**config.mk**
```make
export PLATFORM = sky130hd
export DESIGN_NAME = mul_seq_ctrl_flat
export DESIGN_NICKNAME = d
export VERILOG_FILES = /design/src/rtl/mul_seq_ctrl_if.sv /design/src/rtl/mul_seq_ctrl.sv /design/src/flat_wrapper.sv
export SDC_FILE = /design/constraint.sdc
export NUM_CORES = 1
export LEC_CHECK = 0
export ABC_AREA = 1
export BUFFER_PORTS_ARGS = -buffer_cell sky130_fd_sc_hd__buf_4
export CORE_MARGIN = 1.5
export CORE_UTILIZATION = 50
export CTS_CLUSTER_SIZE = 16
export DETAILED_ROUTE_END_ITERATION = 16
export PLACE_DENSITY = 0.91
export SLEW_MARGIN = 15
export SYNTH_ARGS = -nofsm -noshare
export SYNTH_HDL_FRONTEND = slang
export SYNTH_SLANG_ARGS = --single-unit
```
**constraint.sdc**
```tcl
create_clock -name clk -period 2.6 [get_ports clk]
set_clock_uncertainty 0.05 [all_clocks]
set_input_delay 0.13 -clock clk [delete_from_list [all_inputs] [get_ports clk]]
set_output_delay 0.13 -clock clk [all_outputs]
set_load 0.02 [all_outputs]
```
**src/rtl/mul_seq_ctrl_if.sv**
```systemverilog
// Handshake and ALU-side bus of the shift-add multiply sequencer.
// slave = the sequencer itself; master = the wrapper/ALU environment around it.
interface mul_seq_ctrl_if #(
  parameter int WIDTH = 32
);
  logic               start;
  logic [WIDTH-1:0]   multiplicand;
  logic [WIDTH-1:0]   multiplier;
  logic [WIDTH-1:0]   alu_src1;
  logic [WIDTH-1:0]   alu_src2;
  logic [WIDTH-1:0]   alu_result;
  logic               alu_carry;
  logic               busy;
  logic               done;
  logic [2*WIDTH-1:0] product;

  modport slave (
    input  start, multiplicand, multiplier, alu_result, alu_carry,
    output alu_src1, alu_src2, busy, done, product
  );

  modport master (
    output start, multiplicand, multiplier, alu_result, alu_carry,
    input  alu_src1, alu_src2, busy, done, product
  );
endinterface

```
**src/rtl/mul_seq_ctrl.sv**
```systemverilog
// Sequencer for an unsigned shift-add multiplier using an external combinational adder.
// One add-and-shift step per clock in RUN; {carry, sum} becomes the new product top half.
module mul_seq_ctrl #(
  parameter int WIDTH = 32,
  parameter int CNT_W = 6
) (
  input  logic            clk,
  input  logic            rst,
  mul_seq_ctrl_if.slave   bus
);

  typedef enum logic [1:0] {
    ST_IDLE = 2'd0,
    ST_RUN  = 2'd1,
    ST_DONE = 2'd2
  } state_t;

  state_t             state_r, state_s;
  logic [CNT_W-1:0]   count_r, count_s;
  logic [2*WIDTH-1:0] product_r, product_s;
  logic [WIDTH-1:0]   mcand_r, mcand_s;
  logic               busy_r, busy_s;
  logic               done_r, done_s;

  // Next-state, datapath and registered-output decode
  always_comb begin
    state_s   = state_r;
    count_s   = count_r;
    product_s = product_r;
    mcand_s   = mcand_r;
    busy_s    = 1'b0;
    done_s    = 1'b0;
    case (state_r)
      ST_IDLE: begin
        if (bus.start) begin
          state_s   = ST_RUN;
          mcand_s   = bus.multiplicand;
          product_s = {{WIDTH{1'b0}}, bus.multiplier};
          count_s   = {CNT_W{1'b0}};
          busy_s    = 1'b1;
        end else begin
          state_s   = ST_IDLE;
        end
      end
      ST_RUN: begin
        // Carry lands in the MSB before the shift, so no overflow bit is lost
        product_s = {bus.alu_carry, bus.alu_result, product_r[WIDTH-1:1]};
        count_s   = count_r + CNT_W'(1);
        if (count_r == CNT_W'(WIDTH - 1)) begin
          state_s = ST_DONE;
          done_s  = 1'b1;
        end else begin
          busy_s  = 1'b1;
        end
      end
      ST_DONE: begin
        state_s = ST_IDLE;
      end
      default: begin
        state_s = ST_IDLE;
      end
    endcase
  end

  // State and datapath registers with synchronous reset
  always_ff @(posedge clk) begin
    if (rst) begin
      state_r   <= ST_IDLE;
      count_r   <= {CNT_W{1'b0}};
      product_r <= {(2*WIDTH){1'b0}};
      mcand_r   <= {WIDTH{1'b0}};
      busy_r    <= 1'b0;
      done_r    <= 1'b0;
    end else begin
      state_r   <= state_s;
      count_r   <= count_s;
      product_r <= product_s;
      mcand_r   <= mcand_s;
      busy_r    <= busy_s;
      done_r    <= done_s;
    end
  end

  assign bus.alu_src1 = product_r[2*WIDTH-1:WIDTH];
  assign bus.alu_src2 = product_r[0] ? mcand_r : {WIDTH{1'b0}};
  assign bus.busy     = busy_r;
  assign bus.done     = done_r;
  assign bus.product  = product_r;

endmodule
```
**src/flat_wrapper.sv**
```systemverilog
// flat-port wrapper written by rule: the top's interface ports become plain ports
module mul_seq_ctrl_flat 
#(
  parameter int WIDTH = 32,
  parameter int CNT_W = 6
)
  (clk, rst, bus_start, bus_multiplicand, bus_multiplier, bus_alu_result, bus_alu_carry, bus_alu_src1, bus_alu_src2, bus_busy, bus_done, bus_product);
  mul_seq_ctrl_if #(.WIDTH(WIDTH)) bus_i ();
  input  logic clk;
  input  logic rst;
  input wire logic [$bits(bus_i.start)-1:0] bus_start;
  input wire logic [$bits(bus_i.multiplicand)-1:0] bus_multiplicand;
  input wire logic [$bits(bus_i.multiplier)-1:0] bus_multiplier;
  input wire logic [$bits(bus_i.alu_result)-1:0] bus_alu_result;
  input wire logic [$bits(bus_i.alu_carry)-1:0] bus_alu_carry;
  output wire logic [$bits(bus_i.alu_src1)-1:0] bus_alu_src1;
  output wire logic [$bits(bus_i.alu_src2)-1:0] bus_alu_src2;
  output wire logic [$bits(bus_i.busy)-1:0] bus_busy;
  output wire logic [$bits(bus_i.done)-1:0] bus_done;
  output wire logic [$bits(bus_i.product)-1:0] bus_product;
  assign bus_i.start = bus_start;
  assign bus_i.multiplicand = bus_multiplicand;
  assign bus_i.multiplier = bus_multiplier;
  assign bus_i.alu_result = bus_alu_result;
  assign bus_i.alu_carry = bus_alu_carry;
  assign bus_alu_src1 = bus_i.alu_src1;
  assign bus_alu_src2 = bus_i.alu_src2;
  assign bus_busy = bus_i.busy;
  assign bus_done = bus_i.done;
  assign bus_product = bus_i.product;
  mul_seq_ctrl #(.WIDTH(WIDTH), .CNT_W(CNT_W)) u_core (.clk(clk), .rst(rst), .bus(bus_i));
endmodule
```
### Yosys cells after proc, flatten, opt, wreduce, memory -nomap -nowiden

Index checks and enable logic that the tools add are counted.

* add/subtract/negate cells: 1
* equal/unequal tests: 4
* mux-type cells: 12
* bitwise logic cells: 1
* reductions and logical operators: 5

Operators with widths (number)
* case mux 64 bit (2 select lines): 1
* 2-to-1 mux 64 bit: 1
* 2-to-1 mux 32 bit: 1
* case mux 6 bit (2 select lines): 1
* adder 6 x 1 -> 6 bit, second input constant: 1
* equality test 6 x 5 -> 1 bit, second input constant: 1
* 2-to-1 mux 6 bit: 1
* 2-to-1 mux 1 bit: 4
* case mux 2 bit (2 select lines): 1
* AND reduction 2 bit: 2
* equality test 2 x 1 -> 1 bit, second input constant: 1
* logical NOT 2 bit: 1
* 2-to-1 mux 2 bit: 1
* != test 2 x 1 -> 1 bit, second input constant: 1
* != test 2 bit, second input constant: 1
* case mux 1 bit (2 select lines): 1
* nonzero test 2 bit: 1
* OR reduction 2 bit: 1
* inverter 1 bit: 1

* flip-flop bits (word level): 106
* input port bits: 100
* output and inout bits: 130
* word-level logic and storage cells: 29

### Longest topological paths before layout

* depth after elaboration: 3
* depth in mapped cells: 6
* mapped depth without buffers: 6

### Worst setup path before layout

OpenSTA, ideal clock, no wires.

* kind: reg2out
* from: register u_core.product_r[0] (netlist: u_core.bus.product[0])
* to: output bus_alu_src2[10]
* arrival: 1.129 ns
* required time: 2.420 ns
* path slack: 1.291 ns
* stages on the path, launching flop included: 5
* buffers on the path: 2
* cell sequence: dfxtp_1 clkbuf_1 clkbuf_1 nand2_1 inv_1

* word-level cells in the longest chain between the ends: 1

RTL lines
* start, declared: RTL line mul_seq_ctrl.sv:20 `logic [2*WIDTH-1:0] product_r, product_s;`
* start signal, assigned: RTL line mul_seq_ctrl.sv:70 `product_r <= {(2*WIDTH){1'b0}};`
* start signal, assigned: RTL line mul_seq_ctrl.sv:77 `product_r <= product_s;`
* 2-to-1 mux 32 bit: RTL line mul_seq_ctrl.sv:85 `assign bus.alu_src2 = product_r[0] ? mcand_r : {WIDTH{1'b0}};`
* end, declared: RTL line flat_wrapper.sv:17 `output wire logic [$bits(bus_i.alu_src2)-1:0] bus_alu_src2;`

Every way passes these cells.

### Worst setup path in the final report

* from: register u_core.state_r[0]
* to: register u_core.product_r[33] (netlist: u_core.bus.product[33])

* word-level cells in the longest chain between the ends: 3
* elaborated cells between the ends (all ways): 6
* classes of those cells: 2 x eq/ne; 1 x mux; 3 x reduce/logical

RTL lines
* start, declared: RTL line mul_seq_ctrl.sv:18 `state_t state_r, state_s;`
* start signal, assigned: RTL line mul_seq_ctrl.sv:75 `state_r <= state_s;`
* equality test 2 x 1 -> 1 bit or logical NOT 2 bit (tied branches): RTL line mul_seq_ctrl.sv:33 `case (state_r)`
* nonzero test 2 bit (no source line) or != test 2 bit (tied branches)
* AND reduction 2 bit (no source line)

Several ways; a longest one is shown, not always the timed one.
A chain may end at the register's enable or synchronous reset.

==> key figures <==
Placement
  – Post-place instance area: around 6400 sq um
  – RePlAce Congestion: 0.791
  – Post-Place Cells: around 1k
  – HPWL after DPL: 8700 um
  – Port Buf Inserts: around 230

Setup path
  – Worst path buffer plus inverter count: 0
  – Maximum cell stage delay along the critical path: about 0.58 ns
  – Crit Reg-Reg Startpoint: u_core.state_r[0]
  – Maximum net fanout on the critical path: 34
  – Crit-path leading delay family: simple AND/OR/NAND/NOR gates
  – Arrival time worst endpoint: about 1.9 ns
  – Number of cells traversed by the worst register-to-register path: 4
  – Chain of cells forming the critical path: nand2_2 > nor2_4 > nand2_1 > nand2_1
  – CP dominant cell by count: sky130_fd_sc_hd__nand2_1
  – Critical path required time: between 2 and 3 ns
  – Worst R2R Setup Slack: just under 1 ns
  – Worst Path Class, Setup: reg -> reg
  – Critical path depth in cells: 4
  – Worst path slowest cell: sky130_fd_sc_hd__nor2_4
  – Worst reg2reg path endpoint: u_core.bus.product[33]
  – Crit. End Element: flop
  – Sort of element at the start of the critical path: flop

Die
  – Core outline area: between 9000 and 10000 sq um
  – Die ar.: about 10000 sq um
  – Total I/O pin count: 230
  – Starting density of the core: 52.1%
  – Number of standard-cell rows in the floorplan: 35
  – Chip height: 102 um
  – Horizontal extent of the die: approximately 100 um

Finish
  – Post-route cell area: a little over 7000 sq um
  – # fillers: 648
  – Core occupancy in the finished layout: between 70% and 80%
  – Ratio of cells with drive above 1 in the final layout: about 27%
  – Total inserted antenna cells: 0
  – Final Non-Filler Cells: ~1.1k
  – Area growth from synthesis to final layout: 48.7%
  – Final net count: approximately 1.1k

Clocking
  – Insertion delay of the later-clocked pin in the worst-skew pair: between 0.3 and 0.4 ns
  – Worst-path clk slew: roughly 0.11 ns
  – Post-CTS repair timing setup buffer count: 0
  – TritonCTS clock tree: done
  – CTS buffer count: 9
  – Number of buffers added to fix hold violations after cts: 65
  – Clk sinks: around 110
  – Maximum clock path buffer count: 2
  – CTS Root Buffer Type: sky130_fd_sc_hd__clkbuf_8
  – Post-cts gate resize count: 0
  – Number of H-tree levels: 3

Timing
  – Min cycle time layout: approximately 1.6 ns
  – Hold Fails Final Rpt: 0
  – Slew Viols, Final: 0
  – Fin crit share: 62.3%
  – Slew at the pin with the worst max-slew slack: ~0.74 ns
  – Setup repair after global routing missed its margin: no
  – Highest achievable clock rate: 0.618 GHz
  – Worst max-slew margin expressed relative to the limit: 50.6%
  – Count of endpoints failing setup in the final report: 0
  – Setup TNS after final layout: 0 ns

GRT
  – Vias in the first global route: around 5k
  – Global-route usage over all layers: 26.6%
  – Total congestion overflow: 0
  – Maximum number of pins on one net before global-route repair: 67
  – First-pass GRT wire length: about 22000 um
  – Antenna violations before repair: 0

Min path
  – Hold worst-path end: u_core.mcand_r[1]
  – HP Class: in -> reg
  – Hold Path Origin: bus_multiplicand[1]
  – Hold Crit Depth: 3

Power and ir drop
  – Pwr Total: 3980 uW
  – Leak Pwr: between 0.004 and 0.005 uW
  – Maximum vdd drop: roughly 0.00033 V
  – Power per cell area: about 550 nW/um^2

Synth
  – Number of flip-flops and latches in the synthesized netlist: roughly 110
  – Warnings from Yosys: 0
  – Syn_area_per_cell: roughly 7 sq um
  – Synthesized area: 4860 sq um
  – Sequential share of the synthesized area: 43.7%
  – Synthesized netlist net count: between 800 and 900
  – Post-Synthesis Cells: ~700
  – Unique masters post-synth: 19

Run
  – Number of violations of the max-capacitance limit: 0

Status
  – Result of the run: complete, no violations

Detailed routing
  – Number of nets with antenna violations after routing: 0
  – Final routed wirelength across all metal layers: ~15000 um
  – Post-DR wirelength/cell: 13.4 um
  – Number of DRC violations after detailed routing: 0
  – Total number of vias: approximately 5.3k
  – Iter 0 DRT Violations: 285
  – Via count normalized by instance count: 4.87
  – First-pass iteration count of the detailed router: 7
-- layout by cell type, fill, tap and decap left out, drive strengths merged --
cell / instances
o211ai: 32
ha: 1
nor2: 107
clkinv: 2
a21oi: 4
buf: 237
o21ai: 41
nand2: 142
dlygate4sd3: 65
nor3: 2
dfxtp: 106
nand3: 68
bufinv: 1
clkbuf: 10
inv: 139
-- worst max path at each step --
stage / from / to / slack, ns
after floorplan: u_core.bus.product[0] / bus_alu_src2[10] / 1.29
after global placement: u_core.state_r[0] / u_core.state_r[0] / 1.11
after detailed placement: u_core.state_r[0] / u_core.bus.busy / 1.08
after CTS: u_core.state_r[0] / u_core.state_r[0] / 1.06
after global routing: u_core.state_r[0] / u_core.bus.product[33] / 0.87
final: u_core.state_r[0] / u_core.bus.product[33] / 0.98
-- logic make-up after synthesis --
group           synth area share [%]
compound gates                  9.65
fa+ha+maj                      0.257
flops                           43.7
buf+inv                         19.6
simple gates                    26.9
-- flip-flops by register name, indices dropped and copies added, names as in the netlist --
name and cells:
u_core.bus.busy 1, u_core.bus.done 1, u_core.bus.product 64, u_core.count_r 6, u_core.mcand_r 32, u_core.state_r 2
-- Yosys cell counts (all sizes together) --
master / count / area share (%)
o21ai: 41 / 4.3
a21oi: 4 / 0.41
nand3: 68 / 7.0
nor2: 107 / 8.6
buf: 59 / 8.0
dfxtp: 106 / 44
nor3: 2 / 0.21
clkbuf: 14 / 1.1
ha: 1 / 0.26
o211ai: 32 / 4.9
nand2: 142 / 11
inv: 136 / 11
-- cell type report --
cell class                 count  area (sq um)  area share (%)
tap                          129           161            2.23
inverter                     136           510            7.06
clock buffer                  10           138            1.90
sequential                   106          2120            29.4
multi-input combinational    397          1790            24.8
timing repair buffer         302          2430            33.6
clock inverter                 6          72.6            1.00
-- report_power, final --
| part | internal, uW | leakage, uW | switching [uW] |
|---|---|---|---|
| logic | 466 | 0.00306 | 583 |
| clock network | 487 | 0.000109 | 576 |
| registers | 1760 | 0.000875 | 107 |
-- stage by stage --
stage	setup WS, ns	hold WS, ns
2_1_floorplan	1.29	0.159
3_3_place_gp	1.11	0.273
4_1_cts	1.06	0.00603
6_report	0.981	0.0386
3_5_place_dp	1.08	0.277
5_1_grt	0.870	0.0274
-- worst reg2reg max path, stage by stage, from the launching register on --
cell and delay, ns:
sky130_fd_sc_hd__dfxtp_1 0.49, sky130_fd_sc_hd__nand2_2 0.12, sky130_fd_sc_hd__nor2_4 0.58, sky130_fd_sc_hd__nand2_1 0.20
sky130_fd_sc_hd__nand2_1 0.14
-- layer usage --
metal  share of wire, %  GRT usage, %
met1                 39          31.2
met2                 50          46.8
met3                8.4          5.52
met4                2.5          11.6
met5                  0             0
Note: power is estimated with default switching activity, not from simulation.
